===== config.mk =====
export PLATFORM = sky130hd
export DESIGN_NAME = lab2_proc_muldiv_unit
export DESIGN_NICKNAME = d
export VERILOG_FILES = /design/src/rtl/lab2_proc_muldiv_unit_pkg.sv /design/src/rtl/lab2_proc_muldiv_unit_dpath.sv /design/src/rtl/lab2_proc_muldiv_unit.sv
export SDC_FILE = /design/constraint.sdc
export NUM_CORES = 1
export LEC_CHECK = 0
export BUFFER_PORTS_ARGS = -buffer_cell sky130_fd_sc_hd__buf_4
export CAP_MARGIN = 30
export CORE_MARGIN = 2
export CORE_UTILIZATION = 45
export DETAILED_ROUTE_END_ITERATION = 6
export PLACE_DENSITY_LB_ADDON = 0.15
export SKIP_CTS_REPAIR_TIMING = 1
export SYNTH_ARGS = -nofsm -noshare
export SYNTH_HDL_FRONTEND = slang
export SYNTH_SLANG_ARGS = --single-unit
export TNS_END_PERCENT = 10

===== constraint.sdc =====
create_clock -name clk -period 12.88 [get_ports clk]
set_input_delay 1.288 -clock clk [delete_from_list [all_inputs] [get_ports clk]]
set_output_delay 1.288 -clock clk [all_outputs]
set_load 0.05 [all_outputs]

===== src/rtl/lab2_proc_muldiv_unit_pkg.sv =====
// Shared types and constants for the iterative multiply/divide unit.
package lab2_proc_MulDivPkg;

  typedef enum logic [2:0] {
    MD_MUL  = 3'd0,
    MD_DIV  = 3'd1,
    MD_DIVU = 3'd2,
    MD_REM  = 3'd3,
    MD_REMU = 3'd4
  } muldiv_fn_t;

  typedef enum logic [1:0] {
    IDLE = 2'd0,
    CALC = 2'd1,
    DONE = 2'd2
  } muldiv_state_t;

  localparam logic [31:0] DIV_BY_ZERO_Q = 32'hFFFF_FFFF;
  localparam logic [31:0] INT_MIN       = 32'h8000_0000;

endpackage


===== src/rtl/lab2_proc_muldiv_unit_dpath.sv =====
// Datapath: shift-add multiply / restoring divide registers, 33-bit trial
// subtract, and the signed fix-up applied as the result is latched.
module lab2_proc_MulDivDpath
  import lab2_proc_MulDivPkg::*;
#(
  parameter int NBITS = 32
) (
  input  logic             clk,
  input  logic             reset_n,
  input  logic             i_load,
  input  logic             i_step,
  input  logic             i_last,
  input  logic             i_early,
  input  logic [NBITS-1:0] i_early_val,
  input  logic [2:0]       i_fn,
  input  logic [NBITS-1:0] i_a,
  input  logic [NBITS-1:0] i_b,
  output logic [NBITS-1:0] o_res
);

  logic [2*NBITS-1:0] r_acc, r_a;
  logic [NBITS-1:0]   r_b, r_res;
  logic               r_mul, r_rem_op, r_neg_q, r_neg_r;

  logic               w_mul, w_sgn, w_rem;
  logic [NBITS-1:0]   w_abs_a, w_abs_b;
  logic [2*NBITS-1:0] w_sh, w_acc_nxt;
  logic [NBITS:0]     w_diff;
  logic               w_ge;
  logic [NBITS-1:0]   w_quo, w_rem_v, w_res_nxt;

  assign w_mul   = (i_fn == MD_MUL);
  assign w_sgn   = (i_fn == MD_DIV) || (i_fn == MD_REM);
  assign w_rem   = (i_fn == MD_REM) || (i_fn == MD_REMU);
  assign w_abs_a = (w_sgn && i_a[NBITS-1]) ? -i_a : i_a;
  assign w_abs_b = (w_sgn && i_b[NBITS-1]) ? -i_b : i_b;

  // r_acc holds {rem,quo} for divide; the bit shifted out of rem is kept as
  // the 33rd bit of the trial subtract, whose sign bit means "rem < divisor".
  assign w_sh   = r_acc << 1;
  assign w_diff = {r_acc[2*NBITS-1], w_sh[2*NBITS-1:NBITS]} - {1'b0, r_b};
  assign w_ge   = !w_diff[NBITS];

  always_comb begin
    w_acc_nxt = r_acc;
    if (r_mul) begin
      if (r_b[0]) w_acc_nxt = r_acc + r_a;
    end else begin
      w_acc_nxt = {(w_ge ? w_diff[NBITS-1:0] : w_sh[2*NBITS-1:NBITS]),
                   w_sh[NBITS-1:1], w_ge};
    end
  end

  assign w_quo   = w_acc_nxt[NBITS-1:0];
  assign w_rem_v = w_acc_nxt[2*NBITS-1:NBITS];

  always_comb begin
    w_res_nxt = w_quo;
    if (!r_mul) begin
      if (r_rem_op) w_res_nxt = r_neg_r ? -w_rem_v : w_rem_v;
      else          w_res_nxt = r_neg_q ? -w_quo   : w_quo;
    end
  end

  always_ff @(posedge clk or negedge reset_n) begin
    if (!reset_n) begin
      r_acc    <= '0;
      r_a      <= '0;
      r_b      <= '0;
      r_res    <= '0;
      r_mul    <= 1'b0;
      r_rem_op <= 1'b0;
      r_neg_q  <= 1'b0;
      r_neg_r  <= 1'b0;
    end else begin
      if (i_load) begin
        r_acc    <= w_mul ? '0 : {{NBITS{1'b0}}, w_abs_a};
        r_a      <= {{NBITS{1'b0}}, i_a};
        r_b      <= w_mul ? i_b : w_abs_b;
        r_mul    <= w_mul;
        r_rem_op <= w_rem;
        r_neg_q  <= w_sgn && (i_a[NBITS-1] ^ i_b[NBITS-1]);
        r_neg_r  <= w_sgn && i_a[NBITS-1];
      end else if (i_step) begin
        r_acc <= w_acc_nxt;
        if (r_mul) begin
          r_a <= r_a << 1;
          r_b <= r_b >> 1;
        end
      end
      if (i_early)     r_res <= i_early_val;
      else if (i_last) r_res <= w_res_nxt;
    end
  end

  assign o_res = r_res;

endmodule


===== src/rtl/lab2_proc_muldiv_unit.sv =====
// Iterative RV32M multiply/divide unit: FSM, iteration counter and
// early-out detection around the shared datapath.
module lab2_proc_muldiv_unit
  import lab2_proc_MulDivPkg::*;
#(
  parameter int NBITS = 32
) (
  input  logic             clk,
  input  logic             reset_n,
  input  logic             req_val,
  output logic             req_rdy,
  input  logic [2:0]       req_fn,
  input  logic [NBITS-1:0] req_a,
  input  logic [NBITS-1:0] req_b,
  output logic             resp_val,
  input  logic             resp_rdy,
  output logic [NBITS-1:0] resp_data
);

  localparam int CW = $clog2(NBITS);

  muldiv_state_t    r_state, w_state_nxt;
  logic [CW-1:0]    r_count;
  logic             w_fire, w_last;
  logic             w_illegal, w_divlike, w_b_zero, w_ovf, w_early;
  logic [NBITS-1:0] w_early_val;

  assign req_rdy  = (r_state == IDLE);
  assign resp_val = (r_state == DONE);
  assign w_fire   = req_val && req_rdy;
  assign w_last   = (r_state == CALC) && (r_count == CW'(NBITS-1));

  assign w_illegal = (req_fn > 3'd4);
  assign w_divlike = !w_illegal && (req_fn != MD_MUL);
  assign w_b_zero  = (req_b == '0);
  assign w_ovf     = ((req_fn == MD_DIV) || (req_fn == MD_REM)) &&
                     (req_a == INT_MIN) && (req_b == '1);
  assign w_early   = w_illegal || (w_divlike && w_b_zero) || w_ovf;

  // Divide-by-zero takes priority over the INT_MIN/-1 overflow case.
  always_comb begin
    w_early_val = '0;
    if (!w_illegal) begin
      if (w_b_zero)
        w_early_val = ((req_fn == MD_DIV) || (req_fn == MD_DIVU)) ? DIV_BY_ZERO_Q : req_a;
      else if (w_ovf)
        w_early_val = (req_fn == MD_DIV) ? INT_MIN : '0;
    end
  end

  always_comb begin
    w_state_nxt = r_state;
    unique case (r_state)
      IDLE:    if (w_fire) w_state_nxt = w_early ? DONE : CALC;
      CALC:    if (w_last) w_state_nxt = DONE;
      DONE:    if (resp_rdy) w_state_nxt = IDLE;
      default: w_state_nxt = IDLE;
    endcase
  end

  always_ff @(posedge clk or negedge reset_n) begin
    if (!reset_n) begin
      r_state <= IDLE;
      r_count <= '0;
    end else begin
      r_state <= w_state_nxt;
      if (w_fire)                 r_count <= '0;
      else if (r_state == CALC)   r_count <= r_count + 1'b1;
    end
  end

  lab2_proc_MulDivDpath #(.NBITS(NBITS)) u_dpath (
    .clk         (clk),
    .reset_n     (reset_n),
    .i_load      (w_fire && !w_early),
    .i_step      (r_state == CALC),
    .i_last      (w_last),
    .i_early     (w_fire && w_early),
    .i_early_val (w_early_val),
    .i_fn        (req_fn),
    .i_a         (req_a),
    .i_b         (req_b),
    .o_res       (resp_data)
  );

endmodule

==> qor.yml <==
synthesis:
  synth.distinct_cells: 110
  synth-seq-cells: 203
  seq_area_frac_synth: 0.242
  synth_edf_count: 0
  synth_area_um2: 21000
  synth_fp_nets: 3055
  synthCells: 2878
  synth_area_leaders: "dfrtp_1 (24%), nand2_1 (7.0%), ha_1 (6.2%)"
  async_flop_share: 1.00
  syn_area_per_cell_um2: 7.29
  yosys.area.top_type: "dfrtp_1"
  synth_top_area_share: 0.242
  ys_warn_count: 0
  synth_ff_type: "dfrtp_1"
route:
  post_drt_wl_per_cell_um: 27.4
  ant_nets: 0
  viasPerCell: 6.84
  dr_total_vias: 23844
  drtIter0Drc: 3103
  wl_mm: 95.7
  route.detailed.drc: 5
  dr.pass1.iters: 7
worst_hold_path:
  hold_class: "reg2reg"
  min-delay-start: "u_dpath.o_res[6]"
  hold_end: "u_dpath.o_res[6]"
  hold_depth: 2
placed_design:
  dpl.hpwl_mm: 73.6
  routabilityCongestion: 1.06
  io_buffers: 104
setup_path:
  endpoint_kind: "register"
  path_class: "reg2reg"
  worstPathCellList: "inv_1, ha_1, a21oi_1, a211oi_1, nor3_1, a21oi_2, o211ai_2, nand2_1, a32oi_2, ha_1, a21boi_0, nand4_1, nor3_2, and4_1, a21oi_1, a221o_1, o21a_1"
  cpMaxStageDelayCell: "o211ai_2"
  r2r_slack_ns: 7.06
  reg2reg_to: "u_dpath.o_res[30]"
  rr_startpoint: "u_dpath.r_b[10]"
  crit_fanout: 14
  worstRegToRegCells: 17
  startpoint_type: "register"
  crit_required_ns: 13.39
  slowest_delay_ns: 0.84
  critPathArrivalTime_ns: 6.33
run:
  maxCapViolCount: 0
final_layout:
  drive_above_1_share: 0.0899
  final_net_count: 3038
  antenna_cells: 0
  area_delta_synth_final_pct: 9.95
timing:
  final-hold-violation-count: 0
  maxSlewViolCount: 0
  setup_viol: 0
  fin_crit_ns: 5.82
  fin_tns_setup_ns: 0
  skew_ns: 0.0584
  rsz0062_at_grt: "false"
  tightest_slew_ns: 1.04
  max-slew-margin-rel: 0.292
  max_freq_mhz: 172
  period_share: 0.452
clock_network:
  numClockSinks: 203
  tritoncts: "yes"
  clk_path_buf_depth: 3
  htreeDepth: 1
  cts_buffers: 28
  clkTransAtPathRegs_ns: 0.06
  clockRootBuffer: "clkbuf_16"
  clk_latency_ns: 0.62
grt:
  grt_pass1_vias: 21596
  grt_pass1_wl_mm: 142
  grt_max_degree: 93
  grt-ovfl-total: 0
  grt_usage: 0.388
  antenna_found_initial: 3
die:
  die-area_um2: 48400
  initial_utilization: 0.453
  num_rows: 79
  io_pins: 105
  dieHeight_um: 220
  core_um2: 46300
  die_w_um: 220
run_status:
  outcome: "complete, but fails checks"
  violations: "DRC"
[logic make-up after synthesis]
kind of cell,Yosys count,share of synthesized area
buffers and inverters,277,0.0542
AOI/OAI and AO/OA,1014,0.314
xor gates and xnor gates,151,0.0630
adders and majority gates,106,0.0639
DFF,203,0.242
and+or+nand+nor,1084,0.241
muxes,43,0.0211
[Yosys cell counts (all sizes together) (10+ instances only)]
cell type  number
dfrtp         203
o22ai          39
or2            11
o21bai         16
a21oi         239
xnor2          85
o21ai         275
nand3          97
buf            32
a211o          12
nor3           69
a211oi         40
nand4          55
nor2b          22
o221ai         10
o31a           10
nand2b         15
nor2          291
nand2         390
o211ai         49
o21a           25
clkbuf        158
and3           25
mux2           10
and2           17
a31oi          63
a21o           38
a221oi         20
nor4           15
or3            29
inv            84
ha            104
xor2           66
o31ai          45
mux2i          33
and4           10
[final cells by class]
cell class                 count  area (µm²)
fill                        4627       23200
tap                          607         759
clock inverter                 9         128
multi-input combinational   2398       14800
clock buffer                  40         786
sequential                   203        5080
inverter                      87         327
timing repair buffer         143        1160
[metrics by stage]
step                      utilization  cells  setup WS [ns]  hold WS, ns  cell area, µm²
after CTS                       0.498   3486           7.25        0.521           23000
final                           0.499   3487           7.06        0.517           23100
after detailed placement        0.478   3437           7.23        0.505           22100
after floorplan                     -   2878           8.12        0.473           21000
after global routing            0.499   3487           6.78        0.549           23100
after global placement          0.476   3434           7.13        0.489           22000
[flip-flops by register name (all words and copies together) (netlist names)]
| name | cells |
|---|---|
| r_count | 5 |
| r_state | 2 |
| u_dpath.o_res | 32 |
| u_dpath.r_a | 64 |
| u_dpath.r_acc | 64 |
| u_dpath.r_b | 32 |
| u_dpath.r_mul | 1 |
| u_dpath.r_neg_q | 1 |
| u_dpath.r_neg_r | 1 |
| u_dpath.r_rem_op | 1 |
[layout by cell type (no fill, tap or decap), types with 10 or more instances in the layout]
cell type,count
o21ai_0,232
xnor2_1,85
nand2b_1,14
o21ai_1,42
clkbuf_16,28
o21bai_1,16
nor2b_1,21
a31oi_1,63
a21oi_1,235
a211oi_1,39
nor2_1,287
nand3_1,96
o221ai_1,10
a211o_1,12
buf_4,138
ha_1,104
a221oi_1,20
and4_1,10
o21a_1,25
nor3_1,65
o31ai_1,45
dfrtp_1,201
inv_1,84
nand2_1,388
a21o_1,38
o211ai_1,47
mux2i_1,33
o22ai_1,38
xor2_1,66
nand4_1,55
and2_1,17
or3_1,27
and3_1,24
nor4_1,12
[worst max-delay path by stage]
stage / startpoint / end / slack, ns / cells after the start
2_1_floorplan: u_dpath.r_acc[31] / u_dpath.o_res[30] / 8.12 / 19
3_3_place_gp: u_dpath.r_acc[31] / u_dpath.o_res[30] / 7.13 / 18
3_5_place_dp: req_b[0] / u_dpath.o_res[27] / 7.23 / 17
4_1_cts: u_dpath.r_b[10] / u_dpath.o_res[30] / 7.25 / 17
5_1_grt: u_dpath.r_b[10] / u_dpath.o_res[30] / 6.78 / 17
6_report: u_dpath.r_b[10] / u_dpath.o_res[30] / 7.06 / 17
[worst max-delay path: cells and delay by family (launching register included)]
kind / cells / cell delay [ns]
buf+inv: 1 / 0.08
flops: 1 / 0.39
compound gates: 9 / 2.75
fa+ha+maj: 2 / 0.62
simple gates: 5 / 1.87
[layer usage]
layer / global-route usage / vias to the layer above / part of all wire
li1: - / 10604 / -
met4: 0.101 / 0 / 0.032
met1: 0.556 / 11610 / 0.43
met5: 0 / - / 0
met2: 0.582 / 1430 / 0.42
met3: 0.0915 / 200 / 0.11
Power is not shown: default switching activity piles up to over one toggle a cycle in this logic, so the estimate is an artifact.
